--- src/rtl/axi_addr_sched.sv ---
// axi_addr_sched: round-robin scheduler feeding the AXI address-transaction FIFO.
// Arbitrates NREQ requesters into the single FIFO write port. Each requester is
// limited to MAX_OUTS outstanding transactions, and each completion return
// credits one back. A run/drain FSM lets software quiesce the address path.
//
// Ports:
//   clk, reset             clock, asynchronous active-high reset
//   sched_en               1 = run, 0 = stop granting and drain
//   req_valid/req_data     per-requester descriptor (97 bits each, requester i at [i*97 +: 97])
//   req_ready              one-hot accept strobe (combinational grant)
//   addrtrans_fifo_*       FIFO full input, write strobe and descriptor written
//   cpl_valid/cpl_req      completion return and owning requester
//   sched_state            00 IDLE, 01 RUN, 10 DRAIN
//   drain_done             one-cycle pulse, coincident with the first IDLE cycle after DRAIN
//   cpl_err                sticky completion-underflow / bad-index flag
module axi_addr_sched #(
  parameter int unsigned NREQ     = 4,
  parameter int unsigned REQ_W    = 2,
  parameter int unsigned MAX_OUTS = 8,
  parameter int unsigned CNT_W    = 4
) (
  input  logic                clk,
  input  logic                reset,
  input  logic                sched_en,
  input  logic [NREQ-1:0]     req_valid,
  input  logic [NREQ*97-1:0]  req_data,
  output logic [NREQ-1:0]     req_ready,
  input  logic                addrtrans_fifo_full,
  output logic                addrtrans_fifo_wr,
  output logic [96:0]         addrtrans_fifo_wrdata,
  input  logic                cpl_valid,
  input  logic [REQ_W-1:0]    cpl_req,
  output logic [1:0]          sched_state,
  output logic                drain_done,
  output logic                cpl_err
);

  typedef enum logic [1:0] {
    IDLE  = 2'b00,
    RUN   = 2'b01,
    DRAIN = 2'b10
  } state_t;

  state_t           state;
  logic [REQ_W-1:0] rr_ptr;
  logic [CNT_W-1:0] outs_cnt [NREQ];
  logic [CNT_W-1:0] cnt_nxt  [NREQ];

  logic [NREQ-1:0]  eligible;
  logic [REQ_W-1:0] winner;
  logic             found;
  logic             grant;
  logic             err_evt;
  logic             all_zero_nxt;

  always_comb begin
    for (int unsigned i = 0; i < NREQ; i++) begin
      eligible[i] = req_valid[i] && (outs_cnt[i] < CNT_W'(MAX_OUTS));
    end
  end

  // Search upward from rr_ptr+1, wrapping; first eligible index wins.
  always_comb begin
    found  = 1'b0;
    winner = '0;
    for (int unsigned k = 1; k <= NREQ; k++) begin
      int unsigned idx;
      idx = (32'(rr_ptr) + k) % NREQ;
      if (!found && eligible[idx]) begin
        found  = 1'b1;
        winner = REQ_W'(idx);
      end
    end
  end

  // sched_en gates the grant directly so no grant issues in the cycle it drops.
  assign grant = (state == RUN) && sched_en && !addrtrans_fifo_full && found;

  always_comb begin
    req_ready             = '0;
    addrtrans_fifo_wr     = 1'b0;
    addrtrans_fifo_wrdata = '0;
    if (grant) begin
      req_ready[winner]                 = 1'b1;
      addrtrans_fifo_wr                 = 1'b1;
      addrtrans_fifo_wrdata[89:0]       = req_data[32'(winner)*97 +: 90];
      addrtrans_fifo_wrdata[90 +: REQ_W] = winner;
    end
  end

  // Next outstanding counts; a grant and completion to the same requester cancel.
  always_comb begin
    err_evt      = cpl_valid && (32'(cpl_req) >= NREQ);
    all_zero_nxt = 1'b1;
    for (int unsigned i = 0; i < NREQ; i++) begin
      cnt_nxt[i] = outs_cnt[i];
      if (cpl_valid && (32'(cpl_req) == i) && (outs_cnt[i] == '0)) begin
        err_evt = 1'b1;
      end
      if (grant && (32'(winner) == i) && !(cpl_valid && (32'(cpl_req) == i))) begin
        cnt_nxt[i] = outs_cnt[i] + CNT_W'(1);
      end else if (!(grant && (32'(winner) == i)) && cpl_valid && (32'(cpl_req) == i)
                   && (outs_cnt[i] != '0)) begin
        cnt_nxt[i] = outs_cnt[i] - CNT_W'(1);
      end
      if (cnt_nxt[i] != '0) begin
        all_zero_nxt = 1'b0;
      end
    end
  end

  always_ff @(posedge clk or posedge reset) begin
    if (reset) begin
      state      <= IDLE;
      rr_ptr     <= REQ_W'(NREQ - 1);
      drain_done <= 1'b0;
      cpl_err    <= 1'b0;
      for (int unsigned i = 0; i < NREQ; i++) begin
        outs_cnt[i] <= '0;
      end
    end else begin
      drain_done <= 1'b0;
      for (int unsigned i = 0; i < NREQ; i++) begin
        outs_cnt[i] <= cnt_nxt[i];
      end
      if (grant) begin
        rr_ptr <= winner;
      end
      if (err_evt) begin
        cpl_err <= 1'b1;
      end
      case (state)
        IDLE:  if (sched_en) state <= RUN;
        RUN:   if (!sched_en) state <= DRAIN;
        DRAIN: begin
          if (sched_en) begin
            state <= RUN;
          end else if (all_zero_nxt) begin
            state      <= IDLE;
            drain_done <= 1'b1;
          end
        end
        default: state <= IDLE;
      endcase
    end
  end

  assign sched_state = state;

endmodule
--- config.mk ---
export PLATFORM = sky130hd
export DESIGN_NAME = axi_addr_sched
export DESIGN_NICKNAME = d
export VERILOG_FILES = /design/src/rtl/axi_addr_sched.sv
export SDC_FILE = /design/constraint.sdc
export NUM_CORES = 1
export LEC_CHECK = 0
export BUFFER_PORTS_ARGS = -buffer_cell sky130_fd_sc_hd__buf_4
export CAP_MARGIN = 15
export CELL_PAD_IN_SITES_DETAIL_PLACEMENT = 0
export CELL_PAD_IN_SITES_GLOBAL_PLACEMENT = 1
export CORE_AREA = 2 2 197 199
export CTS_CLUSTER_SIZE = 30
export DETAILED_ROUTE_END_ITERATION = 10
export DIE_AREA = 0 0 199 201
export PLACE_DENSITY = 0.5
export SLEW_MARGIN = 20
export SYNTH_ARGS = -nofsm -noshare
export SYNTH_HDL_FRONTEND = slang
export SYNTH_SLANG_ARGS = --single-unit
--- constraint.sdc ---
create_clock -name clk -period 5.1 [get_ports clk]
set_clock_uncertainty 0.1 [all_clocks]
set_input_delay 1.02 -clock clk [delete_from_list [all_inputs] [get_ports clk]]
set_output_delay 1.02 -clock clk [all_outputs]
set_load 0.03 [all_outputs]
Word level (Yosys, flattened, before mapping)
Index checks and enable logic that the tools add are counted.

storage, ports and cells
  bits of input ports = 399
  output and inout port bits = 106
  word-level logic and storage cells = 155
  register bits = 22

operators by class
  magnitude comparators = 10
  mux-type cells = 45
  multiply operators = 1
  reduce and logical (&&, ||, !) cells = 67
  add/sub/neg operators = 12
  shift-type cells = 1
  eq/ne operators = 11

operator list
  cell                                                                    count
  388-bit by 10-bit indexed part select with 90-bit output                1
  92-bit 2-to-1 mux                                                       1
  1-bit logical AND                                                       39
  4-bit 2-to-1 mux                                                        9
  4-bit nonzero test                                                      8
  1-bit 2-to-1 mux                                                        21
  4-bit by 1-bit adder with 4-bit output (second input constant)          4
  4-bit zero test                                                         4
  4-bit < comparator (second input constant)                              4
  2-bit 2-to-1 mux                                                        8
  4-bit by 1-bit subtractor with 4-bit output (second input constant)     4
  2-bit by 3-bit < comparator with 1-bit output (second input constant)   5
  1-bit zero test                                                         12
  2-bit equality test (second input constant)                             5
  2-bit by 7-bit multiplier with 9-bit output (second input constant)     1
  1-bit binary-select mux with 2-bit select                               4
  2-bit by 1-bit equality test with 1-bit output (second input constant)  3
  2-bit zero test                                                         3
  2-bit case mux with 3 select lines                                      1
  2-bit by 1-bit adder with 2-bit output (second input constant)          2
  2-bit adder (second input constant)                                     2
  2-bit != test (second input constant)                                   2
  3-bit != test (second input constant)                                   1
  3-bit AND reduction                                                     1
  other kinds (2)                                                         2

Longest topological paths before layout
  depth after elaboration = 30
  mapped depth = 12
  mapped depth without buffers = 10

Worst setup path before layout
Ideal clock, no wire load.

  path kind = in2out
  start point = input port req_valid[3]
  end point = output port addrtrans_fifo_wrdata[81]
  arrival time = 3298 ps
  path buffers = 4
  data required time = 3980 ps
  stages = 9
  path slack = 682 ps
  path through = and4bb_1 > a311oi_1 > and2_1 > buf_6 > clkbuf_1 > buf_2 > buf_2 > nand2_1 > a311oi_1

between the ends
  cells in the longest elaborated chain, start to end = 16
  elaborated cells between the ends (all ways) = 27
  classes of those cells = mul: 1; shift: 1; mux: 17; reduce/logical: 8

ends and longest elaborated chain
  element                                                   RTL line  RTL
  from (decl)                                               25        input logic [NREQ-1:0] req_valid,
  1-bit logical AND *                                       58        eligible[i] = req_valid[i] && (outs_cnt[i] < CNT_W'(MAX_OUTS));
  1-bit binary-select mux with 2-bit select                 69        if (!found && eligible[idx]) begin
  1-bit 2-to-1 mux (implied by the code)                    69
  1-bit 2-to-1 mux                                          69
  1-bit zero test                                           69
  1-bit logical AND                                         69
  1-bit 2-to-1 mux                                          69
  1-bit zero test                                           69
  1-bit logical AND                                         69
  1-bit 2-to-1 mux                                          69
  1-bit zero test                                           69
  1-bit logical AND                                         69
  2-bit 2-to-1 mux                                          69
  2-bit by 7-bit multiplier with 9-bit output               86        addrtrans_fifo_wrdata[89:0] = req_data[32'(winner)*97 +: 90];
  388-bit by 10-bit indexed part select with 90-bit output  86
  92-bit 2-to-1 mux *                                       83        if (grant) begin
  to (decl)                                                 30        output logic [96:0] addrtrans_fifo_wrdata,

Mark *: on every way between the ends. The rest lies on a longest branch, timed or not. The select of a mux whose other input is x is not followed.

Final worst setup path
  start point = input port req_valid[3]
  end point = output port addrtrans_fifo_wrdata[26]

The elaborated chain is that of the path after synthesis.

==> results.cfg <==
[synthesis]
synth_area_leaders = nand2_1, a311oi_1, and3_1
async_reset_ff_share_pct = 100
yosysMostFrequentCell = nand2_1
synthTopCellsByCount = nand2_1, and3_1, a311oi_1
yosysSeqAreaShare_pct = 11.6
yosys.area.top_type_share_pct = 29.5
synth_top_flop_cell = dfrtp_1
syn_inst = 802
ys_types = 60
synth.avg_cell_area_um2 = 5.92
ys_warn_count = 0
syn_area_um2 = 4750
synth_largest_area_cell = nand2_1
synth-seq-cells = 22
synth_edf_count = 0

[power]
p_int_w = 0.00159
swShare_pct = 56.7
p_leak_nw = 4.64
vdd_drop_max_mv = 0.208
comb_power_share_pct = 85.5
p_sw_w = 0.00208
seqPwrFrac_pct = 9.8
clockPowerShare_pct = 4.6
power_density_nw_per_um2 = 405

[detailed_routing]
routed_wl_mm = 30.3
drcViolationCount = 0
final_antenna_net_count = 0
vias = 7350
drt_iter0_drc = 406
vias_per_cell = 4.20
post_drt_wl_per_cell_um = 17.3
first_pass_iters = 4

[placement]
hpwl_mm = 24.3
place_inst = 1744
io_buffers = 471
routabilityCongestion = 0.838

[sta]
period_minus_slack_ns = 4.52
slew_violations = 0
tightestPinTransition_ns = 0.910
rsz0062_at_grt = no
finalSetupTns_ns = 0
fmax_ghz = 0.221
hold_viol_final = 0
setup-violations-final = 0
relSlewSlack_pct = 39.3
finalCritPeriodShare_pct = 88.7

[worst_setup_path]
critPathKind = in -> out
start_kind = primary input
arrival_ns = 3.40
r2r_slack_ns = 1.52
crit_fanout = 33
r2r-start = rr_ptr[0]
r2r_cells = 11
startpoint = req_valid[3]
required_ns = 3.98
r2r-end = sched_state[1]
end_kind = output pin

[grt]
grt_pass1_vias = 7485
antenna_found_initial = 0
grt_remaining_overflow = 0
grt_first_pass_wirelength_mm = 44.6
track_usage_pct = 14.3
grt_max_degree = 60

[die]
die_w_um = 199
io_pins = 505
coreArea_um2 = 38100
die-area_um2 = 40000
rows = 72
die_y_um = 201
start_util_pct = 12.5

[clocking]
ctsHtreeMaxLevel = 1
numCtsBuffers = 3
cts_tree = done
clk_pin_slew_ns = 0.06
cts-hold-fix-buffers = 0
post_cts_buffers = 0
numClockSinks = 22
clkLatencyLatePin_ns = 0.25
cts_resized = 0
cts_buffer_depth = 2
root_buffer = clkbuf_16

[hold_path]
hp-class = reg -> reg
holdPathEnd = cpl_err
worstHoldStart = cpl_err
min_delay_path_depth = 1

[layout]
finalNonFillerCells = 1748
drive_above_1_share_pct = 42.9
area_growth_pct = 91.0
antennaDiodeCount = 0
final_nets = 1638

[status]
status = complete, no violations

[flow_run]
maxCapViolations = 0
-- worst max path at each step --
stage	end	slack [ns]
after floorplan	addrtrans_fifo_wrdata[81]	0.68
after global placement	addrtrans_fifo_wrdata[39]	0.56
after detailed placement	addrtrans_fifo_wrdata[23]	0.54
after CTS	addrtrans_fifo_wrdata[23]	0.53
after global routing	addrtrans_fifo_wrdata[39]	0.37
final	addrtrans_fifo_wrdata[26]	0.58
-- power by group through the flow --
stage / registers, W / clock network [W] / logic, W
after floorplan: 0.000328 / 0 / 0.00196
after global placement: 0.000365 / 0 / 0.00322
after detailed placement: 0.000365 / 0 / 0.00320
after CTS: 0.000362 / 0.000176 / 0.00322
after global routing: 0.000376 / 0.000182 / 0.00349
final: 0.000361 / 0.000170 / 0.00314
-- critical path: stages --
cell,delay (ns)
buf_4,0.12
and4bb_1,0.19
a311oi_1,0.51
and2_4,0.36
buf_12,0.23
buf_12,0.17
nand2_1,0.06
and3_1,0.15
a311oi_1,0.33
buf_4,0.23
-- sequential cells by signal (all words and copies together) (netlist names) --
name         flops
rr_ptr           2
drain_done       1
cpl_err          1
outs_cnt        16
sched_state      2
-- metrics by stage --
| step | util (%) | power (W) | setup slack, ns | cell area, um^2 | hold WS [ns] |
|---|---|---|---|---|---|
| 3_5_place_dp | 23.6 | 0.00357 | 0.539 | 8990 | 0.372 |
| 2_1_floorplan | - | 0.00228 | 0.682 | 4770 | 0.395 |
| 4_1_cts | 23.8 | 0.00375 | 0.529 | 9070 | 0.398 |
| 3_3_place_gp | 23.6 | 0.00359 | 0.556 | 8990 | 0.374 |
| 5_1_grt | 23.8 | 0.00405 | 0.374 | 9070 | 0.414 |
| 6_report | 23.8 | 0.00367 | 0.576 | 9070 | 0.394 |
-- kinds of logic (layout without fill, tap and decap cells) --
kind of cell / after synthesis / in the layout / synth area share [%]
adders and majority gates: 8 / 8 / 2.11
AOI/OAI and AO/OA: 129 / 129 / 22.8
xor gates and xnor gates: 8 / 8 / 1.47
DFF: 22 / 22 / 11.6
buffers and inverters: 95 / 519 / 8.80
other: 1 / 5 / 0.0789
muxes: 6 / 6 / 1.37
and+or+nand+nor: 533 / 533 / 51.8
-- routing by layer --
metal	part of all wire (%)	vias to the layer above	GRT usage, %
li1	-	3685	-
met1	41	3371	17.8
met2	52	282	26.2
met3	6.8	12	2.42
met4	0.77	0	1.47
met5	0	-	0
-- layout make-up --
| type | instances | area [um^2] |
|---|---|---|
| fill | 4338 | 29000 |
| clock buffer | 4 | 78.8 |
| inverter | 13 | 48.8 |
| tap | 518 | 648 |
| multi-input combinational | 689 | 3830 |
| timing repair buffer | 502 | 3920 |
| sequential | 22 | 553 |
-- cell usage in the layout (no fill, tap or decap), drive strengths merged, types with 4 or more instances in the layout --
cell    instances
dfrtp          20
mux2i           5
and3           93
nor2           12
a311oi         92
nor3            6
conb            5
buf           502
nand4           5
nand3           5
a21oi           5
nor3b           8
o21ai           7
nor4            7
ha              8
clkbuf          4
inv            13
nand2b          5
nand2         373
xnor2           6
No activity file was read; power rests on OpenSTA's default activity.
